## src/rtl/wb_commit_pkg.sv

```systemverilog
// rtl/wb_commit_pkg.sv - shared load-size codes and writeback state encodings
package wb_commit_pkg;

  localparam logic [1:0] LS_BYTE = 2'd0;
  localparam logic [1:0] LS_HALF = 2'd1;
  localparam logic [1:0] LS_WORD = 2'd2;

  typedef enum logic [1:0] {
    ST_EMPTY  = 2'd0,
    ST_WAIT   = 2'd1,
    ST_DRAIN  = 2'd2,
    ST_COMMIT = 2'd3
  } state_t;

endpackage

```

## src/rtl/wb_commit_if.sv

```systemverilog
// rtl/wb_commit_if.sv - commit-stage to writeback handover bundle
interface wb_commit_if #(
  parameter int DW   = 32,
  parameter int RFAW = 5
);
  logic            ec_valid;
  logic [31:0]     ec_pc;
  logic [DW-1:0]   ec_res;
  logic [DW-1:0]   ec_reorder_data;
  logic            ec_load;
  logic [1:0]      ec_load_size;
  logic            ec_load_signed;
  logic            ec_req_sent;
  logic            ec_wreg;
  logic [RFAW-1:0] ec_waddr;
  logic            ec_eret;
  logic            exc_oc;
  logic            wb_allowin;
  logic            wb_eret;
  logic            wb_fwd_pending;

  modport master (
    output ec_valid, ec_pc, ec_res, ec_reorder_data, ec_load, ec_load_size,
           ec_load_signed, ec_req_sent, ec_wreg, ec_waddr, ec_eret, exc_oc,
    input  wb_allowin, wb_eret, wb_fwd_pending
  );

  modport slave (
    input  ec_valid, ec_pc, ec_res, ec_reorder_data, ec_load, ec_load_size,
           ec_load_signed, ec_req_sent, ec_wreg, ec_waddr, ec_eret, exc_oc,
    output wb_allowin, wb_eret, wb_fwd_pending
  );
endinterface

```

## src/rtl/wb_commit_load_align.sv

```systemverilog
// rtl/wb_commit_load_align.sv - selects the addressed byte/half of a load word and extends it
module wb_commit_load_align
  import wb_commit_pkg::*;
#(
  parameter int DW = 32
) (
  input  logic [DW-1:0] data,
  input  logic [1:0]    a,
  input  logic [1:0]    size,
  input  logic          sgn,
  output logic [DW-1:0] word
);

  logic [7:0]  byte_v;
  logic [15:0] half_v;

  always_comb begin
    case (a)
      2'd1:    byte_v = data[15:8];
      2'd2:    byte_v = data[23:16];
      2'd3:    byte_v = data[31:24];
      default: byte_v = data[7:0];
    endcase
    half_v = a[1] ? data[31:16] : data[15:0];
    case (size)
      LS_BYTE: word = {{(DW-8){sgn & byte_v[7]}}, byte_v};
      LS_HALF: word = {{(DW-16){sgn & half_v[15]}}, half_v};
      default: word = data;
    endcase
  end

endmodule

```

## src/rtl/wb_commit.sv

```systemverilog
// rtl/wb_commit.sv - writeback stage: waits for load data, drains killed loads, writes the register file
module wb_commit
  import wb_commit_pkg::*;
#(
  parameter int DW   = 32,
  parameter int RFAW = 5
) (
  input  logic            clk,
  input  logic            reset,
  wb_commit_if.slave      ec,
  input  logic            data_rvalid,
  input  logic [DW-1:0]   data_rdata,
  output logic            data_rready,
  output logic            rf_wen,
  output logic [RFAW-1:0] rf_waddr,
  output logic [DW-1:0]   rf_wdata,
  output logic [31:0]     wb_pc
);

  state_t          state;
  logic            ebuf_valid;
  logic [DW-1:0]   ebuf_data;
  logic [31:0]     pc_q;
  logic [RFAW-1:0] waddr_q;
  logic            wreg_q;
  logic            eret_q;
  logic [1:0]      addr_q;
  logic [1:0]      size_q;
  logic            sgn_q;
  logic [DW-1:0]   res_q;
  logic            wen_out_q;
  logic            eret_out_q;

  logic            in_wait;
  logic            rsp_take;
  logic            accept;
  logic            data_avail;
  logic            load_takes;
  logic            live_wen;
  logic [DW-1:0]   fill_data;
  logic [DW-1:0]   al_data;
  logic [1:0]      al_a;
  logic [1:0]      al_size;
  logic            al_sgn;
  logic [DW-1:0]   aligned;

  assign in_wait           = (state == ST_WAIT);
  assign data_rready       = in_wait || (state == ST_DRAIN) || !ebuf_valid;
  assign ec.wb_allowin     = (state == ST_EMPTY) || (state == ST_COMMIT);
  assign ec.wb_eret        = eret_out_q;
  assign ec.wb_fwd_pending = in_wait && wreg_q;

  assign rsp_take   = data_rvalid && data_rready;
  assign accept     = ec.ec_valid && ec.wb_allowin;
  assign data_avail = ebuf_valid || rsp_take;
  assign fill_data  = ebuf_valid ? ebuf_data : data_rdata;
  // A killed load only claims response data if it actually issued a request.
  assign load_takes = accept && ec.ec_load && (ec.ec_req_sent || !ec.exc_oc);
  assign live_wen   = ec.ec_wreg && (ec.ec_waddr != '0);

  // In WAIT the load's attributes are already latched; otherwise the accepting load's are live.
  assign al_data = in_wait ? data_rdata : fill_data;
  assign al_a    = in_wait ? addr_q : ec.ec_res[1:0];
  assign al_size = in_wait ? size_q : ec.ec_load_size;
  assign al_sgn  = in_wait ? sgn_q  : ec.ec_load_signed;

  wb_commit_load_align #(.DW(DW)) u_align (
    .data (al_data),
    .a    (al_a),
    .size (al_size),
    .sgn  (al_sgn),
    .word (aligned)
  );

  always_ff @(posedge clk or posedge reset) begin
    if (reset) begin
      state      <= ST_EMPTY;
      ebuf_valid <= 1'b0;
      ebuf_data  <= '0;
      pc_q       <= '0;
      waddr_q    <= '0;
      wreg_q     <= 1'b0;
      eret_q     <= 1'b0;
      addr_q     <= '0;
      size_q     <= '0;
      sgn_q      <= 1'b0;
      res_q      <= '0;
      wen_out_q  <= 1'b0;
      eret_out_q <= 1'b0;
    end else begin
      wen_out_q  <= 1'b0;
      eret_out_q <= 1'b0;
      case (state)
        ST_WAIT: begin
          if (rsp_take) begin
            state      <= ST_COMMIT;
            res_q      <= aligned;
            wen_out_q  <= wreg_q && (waddr_q != '0);
            eret_out_q <= eret_q;
          end
        end
        ST_DRAIN: begin
          if (rsp_take) state <= ST_EMPTY;
        end
        default: begin
          if (rsp_take && !load_takes) begin
            ebuf_valid <= 1'b1;
            ebuf_data  <= data_rdata;
          end else if (load_takes) begin
            ebuf_valid <= 1'b0;
          end
          state <= ST_EMPTY;
          if (accept) begin
            if (ec.exc_oc) begin
              if (ec.ec_load && ec.ec_req_sent && !data_avail) state <= ST_DRAIN;
            end else begin
              pc_q    <= ec.ec_pc;
              waddr_q <= ec.ec_waddr;
              wreg_q  <= ec.ec_wreg;
              eret_q  <= ec.ec_eret;
              addr_q  <= ec.ec_res[1:0];
              size_q  <= ec.ec_load_size;
              sgn_q   <= ec.ec_load_signed;
              if (ec.ec_load && !data_avail) begin
                state <= ST_WAIT;
              end else begin
                state      <= ST_COMMIT;
                res_q      <= ec.ec_load ? aligned : ec.ec_reorder_data;
                wen_out_q  <= live_wen;
                eret_out_q <= ec.ec_eret;
              end
            end
          end
        end
      endcase
    end
  end

  assign rf_wen   = wen_out_q;
  assign rf_waddr = waddr_q;
  assign rf_wdata = res_q;
  assign wb_pc    = pc_q;

endmodule

```

## src/flat_wrapper.sv

```systemverilog
// flat-port wrapper written by rule: the top's interface ports become plain ports
module wb_commit_flat import wb_commit_pkg::*;
#(
  parameter int DW   = 32,
  parameter int RFAW = 5
)
  (clk, reset, data_rvalid, data_rdata, data_rready, rf_wen, rf_waddr, rf_wdata, wb_pc, ec_ec_valid, ec_ec_pc, ec_ec_res, ec_ec_reorder_data, ec_ec_load, ec_ec_load_size, ec_ec_load_signed, ec_ec_req_sent, ec_ec_wreg, ec_ec_waddr, ec_ec_eret, ec_exc_oc, ec_wb_allowin, ec_wb_eret, ec_wb_fwd_pending);
  wb_commit_if #(.DW(DW), .RFAW(RFAW)) ec_i ();
  input  logic clk;
  input  logic reset;
  input  logic data_rvalid;
  input  logic [DW-1:0] data_rdata;
  output logic data_rready;
  output logic rf_wen;
  output logic [RFAW-1:0] rf_waddr;
  output logic [DW-1:0] rf_wdata;
  output logic [31:0] wb_pc;
  input wire logic [$bits(ec_i.ec_valid)-1:0] ec_ec_valid;
  input wire logic [$bits(ec_i.ec_pc)-1:0] ec_ec_pc;
  input wire logic [$bits(ec_i.ec_res)-1:0] ec_ec_res;
  input wire logic [$bits(ec_i.ec_reorder_data)-1:0] ec_ec_reorder_data;
  input wire logic [$bits(ec_i.ec_load)-1:0] ec_ec_load;
  input wire logic [$bits(ec_i.ec_load_size)-1:0] ec_ec_load_size;
  input wire logic [$bits(ec_i.ec_load_signed)-1:0] ec_ec_load_signed;
  input wire logic [$bits(ec_i.ec_req_sent)-1:0] ec_ec_req_sent;
  input wire logic [$bits(ec_i.ec_wreg)-1:0] ec_ec_wreg;
  input wire logic [$bits(ec_i.ec_waddr)-1:0] ec_ec_waddr;
  input wire logic [$bits(ec_i.ec_eret)-1:0] ec_ec_eret;
  input wire logic [$bits(ec_i.exc_oc)-1:0] ec_exc_oc;
  output wire logic [$bits(ec_i.wb_allowin)-1:0] ec_wb_allowin;
  output wire logic [$bits(ec_i.wb_eret)-1:0] ec_wb_eret;
  output wire logic [$bits(ec_i.wb_fwd_pending)-1:0] ec_wb_fwd_pending;
  assign ec_i.ec_valid = ec_ec_valid;
  assign ec_i.ec_pc = ec_ec_pc;
  assign ec_i.ec_res = ec_ec_res;
  assign ec_i.ec_reorder_data = ec_ec_reorder_data;
  assign ec_i.ec_load = ec_ec_load;
  assign ec_i.ec_load_size = ec_ec_load_size;
  assign ec_i.ec_load_signed = ec_ec_load_signed;
  assign ec_i.ec_req_sent = ec_ec_req_sent;
  assign ec_i.ec_wreg = ec_ec_wreg;
  assign ec_i.ec_waddr = ec_ec_waddr;
  assign ec_i.ec_eret = ec_ec_eret;
  assign ec_i.exc_oc = ec_exc_oc;
  assign ec_wb_allowin = ec_i.wb_allowin;
  assign ec_wb_eret = ec_i.wb_eret;
  assign ec_wb_fwd_pending = ec_i.wb_fwd_pending;
  wb_commit #(.DW(DW), .RFAW(RFAW)) u_core (.clk(clk), .reset(reset), .ec(ec_i), .data_rvalid(data_rvalid), .data_rdata(data_rdata), .data_rready(data_rready), .rf_wen(rf_wen), .rf_waddr(rf_waddr), .rf_wdata(rf_wdata), .wb_pc(wb_pc));
endmodule
```

## config.mk

```make
export PLATFORM = sky130hd
export DESIGN_NAME = wb_commit_flat
export DESIGN_NICKNAME = d
export VERILOG_FILES = /design/src/rtl/wb_commit_pkg.sv /design/src/rtl/wb_commit_if.sv /design/src/rtl/wb_commit_load_align.sv /design/src/rtl/wb_commit.sv /design/src/flat_wrapper.sv
export SDC_FILE = /design/constraint.sdc
export NUM_CORES = 1
export LEC_CHECK = 0
export CORE_MARGIN = 2
export CORE_UTILIZATION = 45
export DETAILED_ROUTE_END_ITERATION = 10
export DONT_BUFFER_PORTS = 1
export PLACE_DENSITY = 0.65
export REMOVE_ABC_BUFFERS = 1
export SETUP_SLACK_MARGIN = 0.3
export SYNTH_ARGS = -nofsm -noshare
export SYNTH_HDL_FRONTEND = slang
export SYNTH_HIERARCHICAL = 1
export SYNTH_SLANG_ARGS = --single-unit
```

## constraint.sdc

```tcl
create_clock -name clk -period 4.53 [get_ports clk]
set_input_delay 0.6795 -clock clk [delete_from_list [all_inputs] [get_ports clk]]
set_output_delay 0.6795 -clock clk [all_outputs]
set_load 0.05 [all_outputs]
```

# Word-level counts from Yosys, hierarchy flattened
# Cells that the tools add are included.
[totals]
regBits = 113
latchBits = 0
ramBits = 0
romBits = 0
in_bits = 145
output_inout_bits = 74
elab_cells = 94
mem_count = 0
[classes]
n_addsub = 0
n_mul = 0
n_div = 0
magnitude_cmp = 0
n_eq_ne = 11
n_shift = 0
mux = 33
n_bitwise = 5
n_reduce_logical = 32
[op_table]
columns = ["op", "n"]
rows = [
  ["32-bit two-way mux", 7],
  ["32-bit case mux with 2 select lines", 2],
  ["8-bit case mux with 3 select lines", 1],
  ["16-bit two-way mux", 1],
  ["2-bit two-way mux", 8],
  ["1-bit logical AND", 11],
  ["1-bit two-way mux", 11],
  ["5-bit nonzero test", 2],
  ["2-bit equality test (second input constant)", 4],
  ["2-bit by 1-bit equality test with 1-bit output (second input constant)", 3],
  ["2-bit by 1-bit inequality test with 1-bit output (second input constant)", 3],
  ["2-bit AND reduction", 3],
  ["1-bit logical OR", 5],
  ["5-bit AND reduction", 1],
  ["1-bit zero test", 4],
  ["2-bit zero test", 2],
  ["1-bit case mux with 2 select lines", 2],
  ["2-bit case mux with 2 select lines", 1],
  ["2-bit nonzero test", 2],
  ["1-bit NOT", 3],
  ["3-bit AND reduction", 1],
  ["1-bit bitwise AND", 2],
  ["2-bit inequality test (second input constant)", 1],
  ["2-bit OR reduction", 1],
]

# Depth between registers and ports, before layout
# Gate-level depths: netlist of the first run.
[depth]
word_depth = 11
depth_mapped = 13
ltp_nobuf = 9

# By module
# The synthesis of the first run kept the hierarchy.
[modules_own_cells]
columns = ["module", "n_inst", "cells_per_inst", "area_per_inst_um2", "seq_area_each_um2"]
rows = [
  ["wb_commit", 1, 480, 5278.8, 2827.7],
  ["wb_commit_load_align", 1, 133, 1023.5, 0.0],
]

# Least setup slack after synthesis of the first run
# OpenSTA, ideal clock, no wires.
[synth_path]
kind = "reg-to-reg"
start = "reg u_core.state[1]"
end = "reg u_core.res_q[21] (netlist: u_core/rf_wdata[21])"
setup_time_ps = 125
arrival_time_ps = 2592
required_time_ps = 4405
setup_slack_ps = 1812
path_stages_with_launch = 13
n_path_buf = 3
period_less_slack_ps = 2718
path_cell_list = "dfrtp_1 inv_1 ha_1 nand2b_1 clkbuf_1 buf_2 mux2_2 mux2_4 a32oi_4 buf_6 o211ai_2 mux2i_1 o21ai_2"
[synth_between]
word_cells_on_any_way = 38
cone_classes = "eq/ne (10); mux (13); bitwise (3); reduce/logical (12)"
[synth_rtl]
columns = ["element", "line_no", "rtl"]
rows = [
  ["start: declaration", "wb_commit.sv:20", "state_t state;"],
  ["start signal: assignment", "wb_commit.sv:77", "state <= ST_EMPTY;"],
  ["start signal: assignment", "wb_commit.sv:96", "state <= ST_COMMIT;"],
  ["start signal: assignment", "wb_commit.sv:103", "if (rsp_take) state <= ST_EMPTY;"],
  ["2-bit by 1-bit equality test with 1-bit output (*)", "wb_commit.sv:47", "assign in_wait = (state == ST_WAIT);"],
  ["32-bit two-way mux (*)", "wb_commit.sv:62", "assign al_data = in_wait ? data_rdata : fill_data;"],
  ["via u_core.al_data[23]", "wb_commit.sv:41", "logic [DW-1:0] al_data;"],
  ["8-bit case mux with 3 select lines (*)", "wb_commit_load_align.sv:18", "case (a)"],
  ["1-bit bitwise AND (*)", "wb_commit_load_align.sv:26", "LS_BYTE: word = {{(DW-8){sgn & byte_v[7]}}, byte_v};"],
  ["32-bit case mux with 2 select lines (*)", "wb_commit_load_align.sv:25", "case (size)"],
  ["via u_core.aligned[21]", "wb_commit.sv:45", "logic [DW-1:0] aligned;"],
  ["32-bit two-way mux", "wb_commit.sv:128", "res_q <= ec.ec_load ? aligned : ec.ec_reorder_data;"],
  ["32-bit two-way mux", "wb_commit.sv:124", "if (ec.ec_load && !data_avail) begin"],
  ["32-bit two-way mux", "wb_commit.sv:114", "if (ec.exc_oc) begin"],
  ["32-bit two-way mux", "wb_commit.sv:113", "if (accept) begin"],
  ["32-bit case mux with 2 select lines (*)", "wb_commit.sv:93", "case (state)"],
  ["end signal: assignment", "wb_commit.sv:97", "res_q <= aligned;"],
  ["end signal: assignment", "wb_commit.sv:128", ""],
  ["end: declaration", "wb_commit.sv:30", "logic [DW-1:0] res_q;"],
]
# The timed path passes the listed nets; every way through them passes the cells marked *. The select of a mux whose other input is x is not followed.
# A chain may end at the register's enable or synchronous reset.

# Worst setup path in the final report of the first run
[layout_path]
start = "reg u_core.state[1]"
end = "reg u_core.res_q[7] (netlist: u_core/rf_wdata[7])"
[layout_between]
word_cells_on_any_way = 35
cone_classes = "eq/ne (10); mux (12); bitwise (1); reduce/logical (12)"
[layout_rtl]
columns = ["element", "line_no"]
rows = [
  ["2-bit by 1-bit equality test with 1-bit output (*)", "wb_commit.sv:47"],
  ["32-bit two-way mux (*)", "wb_commit.sv:62"],
  ["via u_core.al_data[31]", "wb_commit.sv:41"],
  ["8-bit case mux with 3 select lines (*)", "wb_commit_load_align.sv:18"],
  ["32-bit case mux with 2 select lines (*)", "wb_commit_load_align.sv:25"],
  ["via u_core.aligned[7]", "wb_commit.sv:45"],
  ["32-bit two-way mux", "wb_commit.sv:128"],
  ["32-bit two-way mux", "wb_commit.sv:124"],
  ["32-bit two-way mux", "wb_commit.sv:114"],
  ["32-bit two-way mux", "wb_commit.sv:113"],
  ["32-bit case mux with 2 select lines (*)", "wb_commit.sv:93"],
]
# Marks and branches as above.

==> summary by stage, run 1 <==
Status
The flow ran to the end, and the final reports show no timing, DRC or antenna violations.

Synth
The gate count after technology mapping is 613. The distinct cell type count of the synthesized netlist is 44. The Yosys step of the flow raised 6 warnings.

Of the synthesized area, sequential elements account for 44.9%. The total of flip-flops plus latches after synthesis is 113. The area share of the largest cell type after synthesis is 44.9%. The average cell area after synthesis is 10.3 um^2.

Ranked by total cell area, the synthesized netlist is headed by sky130_fd_sc_hd__dfrtp_1 (45%), sky130_fd_sc_hd__mux2_2 (12%), sky130_fd_sc_hd__nand2_1 (9.8%). The cell type with the largest total area after synthesis is sky130_fd_sc_hd__dfrtp_1. The cell area after synthesis is 6300 um^2.

Cells and area
The library cells used most frequently in the layout, excluding fill and tap cells, are sky130_fd_sc_hd__nand2_1 (164), sky130_fd_sc_hd__dfrtp_1 (113), sky130_fd_sc_hd__mux2_2 (68). The most common cell after layout, fill and taps aside is sky130_fd_sc_hd__nand2_1. Compared with the post-synthesis result, the final layout area differs by 9.91%. The number of nets at the end of the flow is 738.

The filler cell count in the final layout is 1235. The layout cell share with drive strength beyond 1 is 27.6%. Registers take 2830 um^2.

The final design utilization is 50.3%. 0 antenna diodes ended up in the layout. Summing all multi-input logic gate instances after layout gives 3170 um^2.

Flow run
Across the run, the number of max-cap violations was 0.

GRT
The number of antenna violations at the first check in global routing is 0. The total congestion overflow is 0. The first global-routing pass estimated 23700 um of wire.

Global routing consumed, over all layers together, 20.9% of the routing resources. The via count of the first global-routing pass is 4452. The maximum number of pins on one net before global-route repair is 74.

Power
The maximum resistive drop on vdd is 382 uV. Overall power consumption after layout is estimated at 0.00674 W. The leakage power is 3.09 nW.

Power spread over the standard cell area amounts to 974 nW/um^2.

Setup path
The worst-case register-to-register setup slack is 0.84 ns. Together, buffers and inverters on the worst path number 1. The biggest cell delay along the critical path is 0.82 ns. In this run the critical register-to-register path is captured at u_core/rf_wdata[7]. STA puts the critical path data required time at 4.80 ns. The nature of the critical path startpoint is a flop. The slowest stage cell on the critical path is sky130_fd_sc_hd__a32oi_4. The type of the setup path with the least slack is reg2reg.

In this run the worst path has a maximum fanout of 25. In this run the worst setup path begins at u_core/state[1]. Traced cell by cell, the critical path runs through inv_1 -> ha_1 -> nand2b_1 -> mux2_2 -> mux2_4 -> a32oi_4 -> o211ai_1 -> mux2i_1 -> o21ai_2.

The kind of end point of the critical path is a flop. On the critical path the largest part of the delay comes from compound AO/OA/AOI/OAI gates. The worst register-to-register path begins at u_core/state[1]. The worst reg2reg path depth is 9.

The arrival time reported for the critical path endpoint is 3.97 ns.

Clocking
The post-cts hold buffer count is 0. The post-cts repair resize count is 0. The clock tree from TritonCTS is done. Clock-pin slew was measured on the worst setup and hold paths at 0.05 ns. The clock tree root buffer cell is sky130_fd_sc_hd__clkbuf_16. The clock sink count is 113. Post-CTS timing repair inserted 0 buffers for setup.

The number of buffers added by the clock tree synthesis step is 17. The clock latency at the later pin of the worst-skew pair is 0.41 ns. The H-tree was split into 4 levels. The longest clock path from root to sink contains 2 buffers.

STA
Measured against its own limit, the worst slew margin works out to 18.5%. The post-layout minimum cycle time is 3.69 ns. The final critical-path share of the clock period is 81.5%. The number of endpoints with negative hold slack in the final report is 0.

The maximum clock frequency is 271 MHz. For the final database, setup skew stands at 0.0109 ns. Setup repair after global routing left no endpoint under its margin. For the final routed database, the setup TNS stands at 0 ns. At the pin with the least slew margin, the transition time is 1.22 ns.

Setup violations remaining at the end of the flow were counted as 0. The number of pins exceeding their max-slew limit in the final report is 0.

Place
After legalization and detailed placement, the total HPWL measured 10800 um. The final weighted congestion in routability-driven placement is 0.784. The count of buffers added on input and output ports is 0.

Detailed routing
The antenna violation net count after detailed routing is 0. The sum of routed wire length over all layers is 15400 um. After detailed routing, the average wire length per cell comes to 19.7 um. The number of remaining DRC errors is 0. The first routing iteration left 351 violations. The via count of the routed design is 4393. The first detailed-routing pass took 4 iterations. In the routed layout, each cell is associated on average with a via count of 5.62.

Floorplanning
The die height is 122 um. The site row count is 43. The number of primary I/O pins is 219. The area enclosed by the die boundary is 15000 um^2. The width of the die is 122 um.

The standard cell core area is 13800 um^2. Once the floorplan was initialized, standard cells occupied 45.8% of the core.

Min path
The path class of the tightest hold or removal check is in2async.
## worst reg2reg max path, delay by kind of cell (launching register included)
kind	cells	cell delay, ns
multiplexers	3	0.94
AO/OA/AOI/OAI	3	1.18
buffers and inverters	1	0.08
adder cells (fa/ha/maj)	1	0.57
flip-flops	1	0.40
AND/OR/NAND/NOR	1	0.38
## registers in the layout, indices dropped and copies added, names as in the netlist
| register | cells |
|---|---|
| u_core/ec.wb_eret | 1 |
| u_core/wreg_q | 1 |
| u_core/wb_pc | 32 |
| u_core/state | 2 |
| u_core/ebuf_data | 32 |
| u_core/rf_wdata | 32 |
| u_core/sgn_q | 1 |
| u_core/eret_q | 1 |
| u_core/rf_waddr | 5 |
| u_core/size_q | 2 |
| u_core/rf_wen | 1 |
| u_core/ebuf_valid | 1 |
| u_core/addr_q | 2 |
## metrics by stage
step | cell area, um^2 | hold WS (ns) | worst slack, ns | instances
global placement | 6300 | 0.453 | 0.938 | 752
CTS | 6930 | 0.345 | 0.850 | 782
finish | 6930 | 0.332 | 0.837 | 782
floorplan | 6010 | 0.440 | 0.850 | 564
global route | 6930 | 0.360 | 0.646 | 782
detailed placement | 6300 | 0.468 | 0.863 | 752
## per-layer routing
layer	GRT usage (%)	wire, um	vias up
met2	32.4	7310	120
met4	10.1	425	0
met5	0	0	-
li1	-	-	2099
met3	7.34	1220	24
met1	26.1	6410	2150
## cells in the mapped netlist (all sizes together)
| master | number |
|---|---|
| a21oi | 11 |
| o22a | 2 |
| a32oi | 1 |
| or2 | 2 |
| ha | 2 |
| nand2 | 164 |
| mux4 | 7 |
| nor2 | 11 |
| nor2b | 17 |
| o2111ai | 1 |
| nand4 | 1 |
| o22ai | 8 |
| mux2 | 71 |
| and3b | 1 |
| mux2i | 33 |
| nor3 | 1 |
| buf | 35 |
| inv | 6 |
| o221ai | 8 |
| o32ai | 1 |
| nand2b | 4 |
| o21ai | 66 |
| clkbuf | 14 |
| dfrtp | 113 |
| or3 | 1 |
| o211ai | 18 |
| or4 | 2 |
| or3b | 1 |
| a21bo | 1 |
| a211oi | 7 |
| o21a | 1 |
| a21o | 1 |
| nand3 | 1 |
## final cells by class
cell class / count / area share [%]
inverter: 6 / 0.361
sequential: 113 / 40.8
clock buffer: 22 / 7.14
timing repair buffer: 8 / 0.867
tap: 180 / 3.25
clock inverter: 8 / 1.84
multi-input combinational: 445 / 45.7
## how the worst max path moves through the flow
stage,slack [ns],endpoint,depth (start not counted)
3_3_place_gp,0.94,u_core/rf_wdata[15],9
3_5_place_dp,0.86,u_core/rf_wdata[7],9
5_1_grt,0.65,u_core/rf_wdata[9],9
2_1_floorplan,0.85,u_core/rf_wdata[10],9
4_1_cts,0.85,u_core/rf_wdata[7],9
6_report,0.84,u_core/rf_wdata[7],9
## power by group
part | switching [W] | internal [W] | leakage, nW
Clock | 0.000452 | 0.000931 | 0.300
Sequential | 0.00128 | 0.00147 | 1.40
Combinational | 0.00151 | 0.00110 | 1.40
Total | 0.00324 | 0.00350 | 3.09
## kinds of logic after synthesis
family,count (synthesis),share of synthesized area (%)
buf+inv,55,4.98
simple gates,206,13.8
mux,111,20.5
fa+ha+maj,2,0.397
flops,113,44.9
compound gates,126,15.4
Power figures use the tool's default switching activity.
==> run 2, diff against run 1 <==
==> constraint.sdc (replaced) <==
create_clock -name clk -period 3.6 [get_ports clk]
set_input_delay 0.54 -clock clk [delete_from_list [all_inputs] [get_ports clk]]
set_output_delay 0.54 -clock clk [all_outputs]
set_load 0.05 [all_outputs]
==> summary by stage, run 2 (synthesized netlist as in run 1, its figures left out) <==
Floorplanning
The die height was 122 um (unchanged). The width of the die is 122 um (unchanged). The area enclosed by the die boundary is 15000 um^2 (unchanged). The effective utilization at floorplan is 45.8% (unchanged). The site row count came to 43 (unchanged). The standard cell core area is 13800 um^2 (unchanged). The number of primary I/O pins is 219 (unchanged).

Detailed routing
The via density per instance is 5.74 (+2.2%). The number of detailed-routing iterations run before antenna repair came to 5 (+1). The antenna violation net count after detailed routing was 0 (unchanged). The sum of routed wire length over all layers is 15600 um (+1.3%). The number of remaining DRC errors is 0 (unchanged). The number of DRC violations after detailed-routing iteration 0 was 333 (-5.1%). The detailed-route wire length per cell came to 19.7 um (+0.31%). The via count of the routed design is 4536 (+3.3%).

Power
The proportion of power drawn by the clock network is 19.4% (-1.1 points). The relative contribution of sequential cells to total power came to 41.2% (+0.4 points). The switching power is 0.00411 W (+27%).

The leakage power is 3.11 nW (+0.38%). The net switching fraction of the power came to 48.7% (+0.63 points). The combinational fraction of design power is 39.5% (+0.9 points).

The power density over cell area is 1220 nW/um^2 (+25%). The internal cell power is 0.00433 W (+24%). The maximum resistive drop on vdd is 513 uV (+34%).

GRT
The global router's overall resource usage is 21.5% (+0.57 points). The wire length of the first global-routing pass is 24200 um (+2.3%). The total congestion overflow is 0 (unchanged). The maximum number of pins on one net before global-route repair is 61 (-18%). The via count of the first global-routing pass is 4541 (+2.0%). The number of antenna violations at the first check in global routing is 0 (unchanged).

Place
The number of buffer cells added on primary ports is 0 (unchanged). The final weighted congestion in routability-driven placement is 0.836 (+6.7%). The placed wire-length estimate is 11200 um (+3.5%).

The pre-CTS setup slack came to 0.647 ns (-0.217 ns).

Cells and area
The number of antenna repair diodes is 0 (unchanged). The area of the multi-input gates came to 3170 um^2 (unchanged). Leaving out fill and tap cells, the most frequent cell in the layout is sky130_fd_sc_hd__nand2_1. The layout cell share with drive strength beyond 1 is 28.0% (+0.46 points). The final design utilization is 50.4% (+0.15 points). From synthesis to final layout, the design area changed by 10.2%. The number of nets at the end of the flow came to 744 (+0.81%).

The filler cell count in the final layout was 1268 (+2.7%). The top cell types in the final layout, fill and taps aside, are sky130_fd_sc_hd__nand2_1 (164), sky130_fd_sc_hd__dfrtp_1 (113), sky130_fd_sc_hd__mux2_2 (68). The footprint of the flip-flops and latches was 2830 um^2 (unchanged).

Clocking
The clock-pin slew on the worst setup and hold paths is 0.05 ns (about the same). The maximum clock insertion buffer count was 2 (unchanged). The clock tree root buffer cell is sky130_fd_sc_hd__clkbuf_16.

The clock latency at the later pin of the worst-skew pair was 0.41 ns (about the same). TritonCTS built the clock tree. The post-cts repair resize count came to 0 (unchanged). The post-cts hold buffer count came to 0 (unchanged). The number of buffers added by the clock tree synthesis step is 17 (unchanged). The clock sink count is 113 (unchanged). The total setup buffers inserted after CTS is 0 (unchanged).

The number of levels the H-tree was split into was 4 (unchanged).

Setup path
The worst reg2reg path depth is 9 (unchanged). The largest fanout on the critical path was 16 (-36%). The critical path ends at u_core/rf_wdata[16]. Tracing the worst setup path back leads to its startpoint at u_core/state[1].

The worst register-to-register path ends at u_core/rf_wdata[16]. The launch instance of the worst register-to-register path is u_core/state[1]. The type of the setup path with the least slack is reg2reg. The arrival time reported for the critical path endpoint is 3.24 ns (-0.73 ns). The nature of the critical path startpoint is a flop.

The worst-case register-to-register setup slack came to 0.64 ns (-0.20 ns). STA classifies the critical path endpoint as a flop. The required time of the worst setup path is 3.88 ns (-0.92 ns).

STA
The transition time at the pin with the least slew margin is 0.753 ns (-0.467 ns). The final critical-path share of the clock period is 82.3% (+0.76 points). The total of endpoints with negative setup slack in the final report is 0 (unchanged). The remaining max-slew budget at the tightest pin is 49.8% (+31 points). Setup repair after global routing left no endpoint under its margin. The smallest setup slack after layout was 0.638 ns (-0.199 ns). The post-layout minimum cycle time came to 2.96 ns (-0.731 ns).

The maximum clock frequency came to 338 MHz (+25%). The number of pins exceeding their max-slew limit in the final report came to 0 (unchanged). The number of endpoints with negative hold slack in the final report was 0 (unchanged). The setup skew after layout was 0.00744 ns (-0.00346 ns).

Min path
The min-delay analysis places its worst path in the category in2async.

Status
The flow ran to the end, and the final reports show no timing, DRC or antenna violations.

Flow run
The count of max-cap constraint violations came to 0 (unchanged).
## run 2: metrics by stage
step / area (um^2) / hold WS, ns / total power, W / instances / TNS [ns]
floorplan: 6010 / 0.440 / 0.00600 / 564 / -0.764
finish: 6950 / 0.132 / 0.00845 / 790 / 0
global placement: 6360 / 0.454 / 0.00668 / 758 / 0
CTS: 6950 / 0.144 / 0.00850 / 790 / 0
detailed placement: 6360 / 0.464 / 0.00684 / 758 / 0
global route: 6950 / 0.176 / 0.00894 / 790 / 0
## run 2: power groups by stage
stage	logic (W)	registers [W]	clock network, W
after floorplan	0.00262	0.00338	0
after global placement	0.00321	0.00347	0
after detailed placement	0.00334	0.00350	0
after CTS	0.00335	0.00348	0.00167
after global routing	0.00367	0.00355	0.00173
final	0.00333	0.00348	0.00164
## run 2: how the worst min path moves through the flow
stage	start	to	slack (ns)	depth (start not counted)
global placement	u_core/size_q[1]	u_core/size_q[1]	0.45	2
global route	reset	u_core/wb_pc[6]	0.18	1
detailed placement	u_core/wreg_q	u_core/wreg_q	0.46	2
CTS	reset	u_core/wb_pc[6]	0.14	1
finish	reset	u_core/wb_pc[11]	0.13	1
floorplan	u_core/addr_q[0]	u_core/addr_q[0]	0.44	2
## run 2: area by class of cell
class / instances / share of cell area, %
tap: 180 / 3.24
sequential: 113 / 40.7
multi-input combinational: 445 / 45.6
timing repair buffer: 14 / 1.69
clock buffer: 23 / 6.88
clock inverter: 9 / 1.53
inverter: 6 / 0.360
## run 2: layer usage
layer | global-route usage, % | vias up | share of wire [%]
met3 | 8.55 | 27 | 8.7
met4 | 9.27 | 0 | 2.4
met2 | 34.7 | 172 | 50
met5 | 0 | - | 0
met1 | 25.4 | 2220 | 39
li1 | - | 2117 | -
## run 2: critical path: stages, from the launching register on
cell,delay (ns)
sky130_fd_sc_hd__dfrtp_1,0.39
sky130_fd_sc_hd__inv_1,0.06
sky130_fd_sc_hd__ha_1,0.14
sky130_fd_sc_hd__buf_4,0.22
sky130_fd_sc_hd__mux2_2,0.46
sky130_fd_sc_hd__inv_1,0.36
sky130_fd_sc_hd__or3_1,0.62
sky130_fd_sc_hd__o211ai_1,0.25
sky130_fd_sc_hd__mux2i_1,0.24
sky130_fd_sc_hd__o21ai_2,0.07
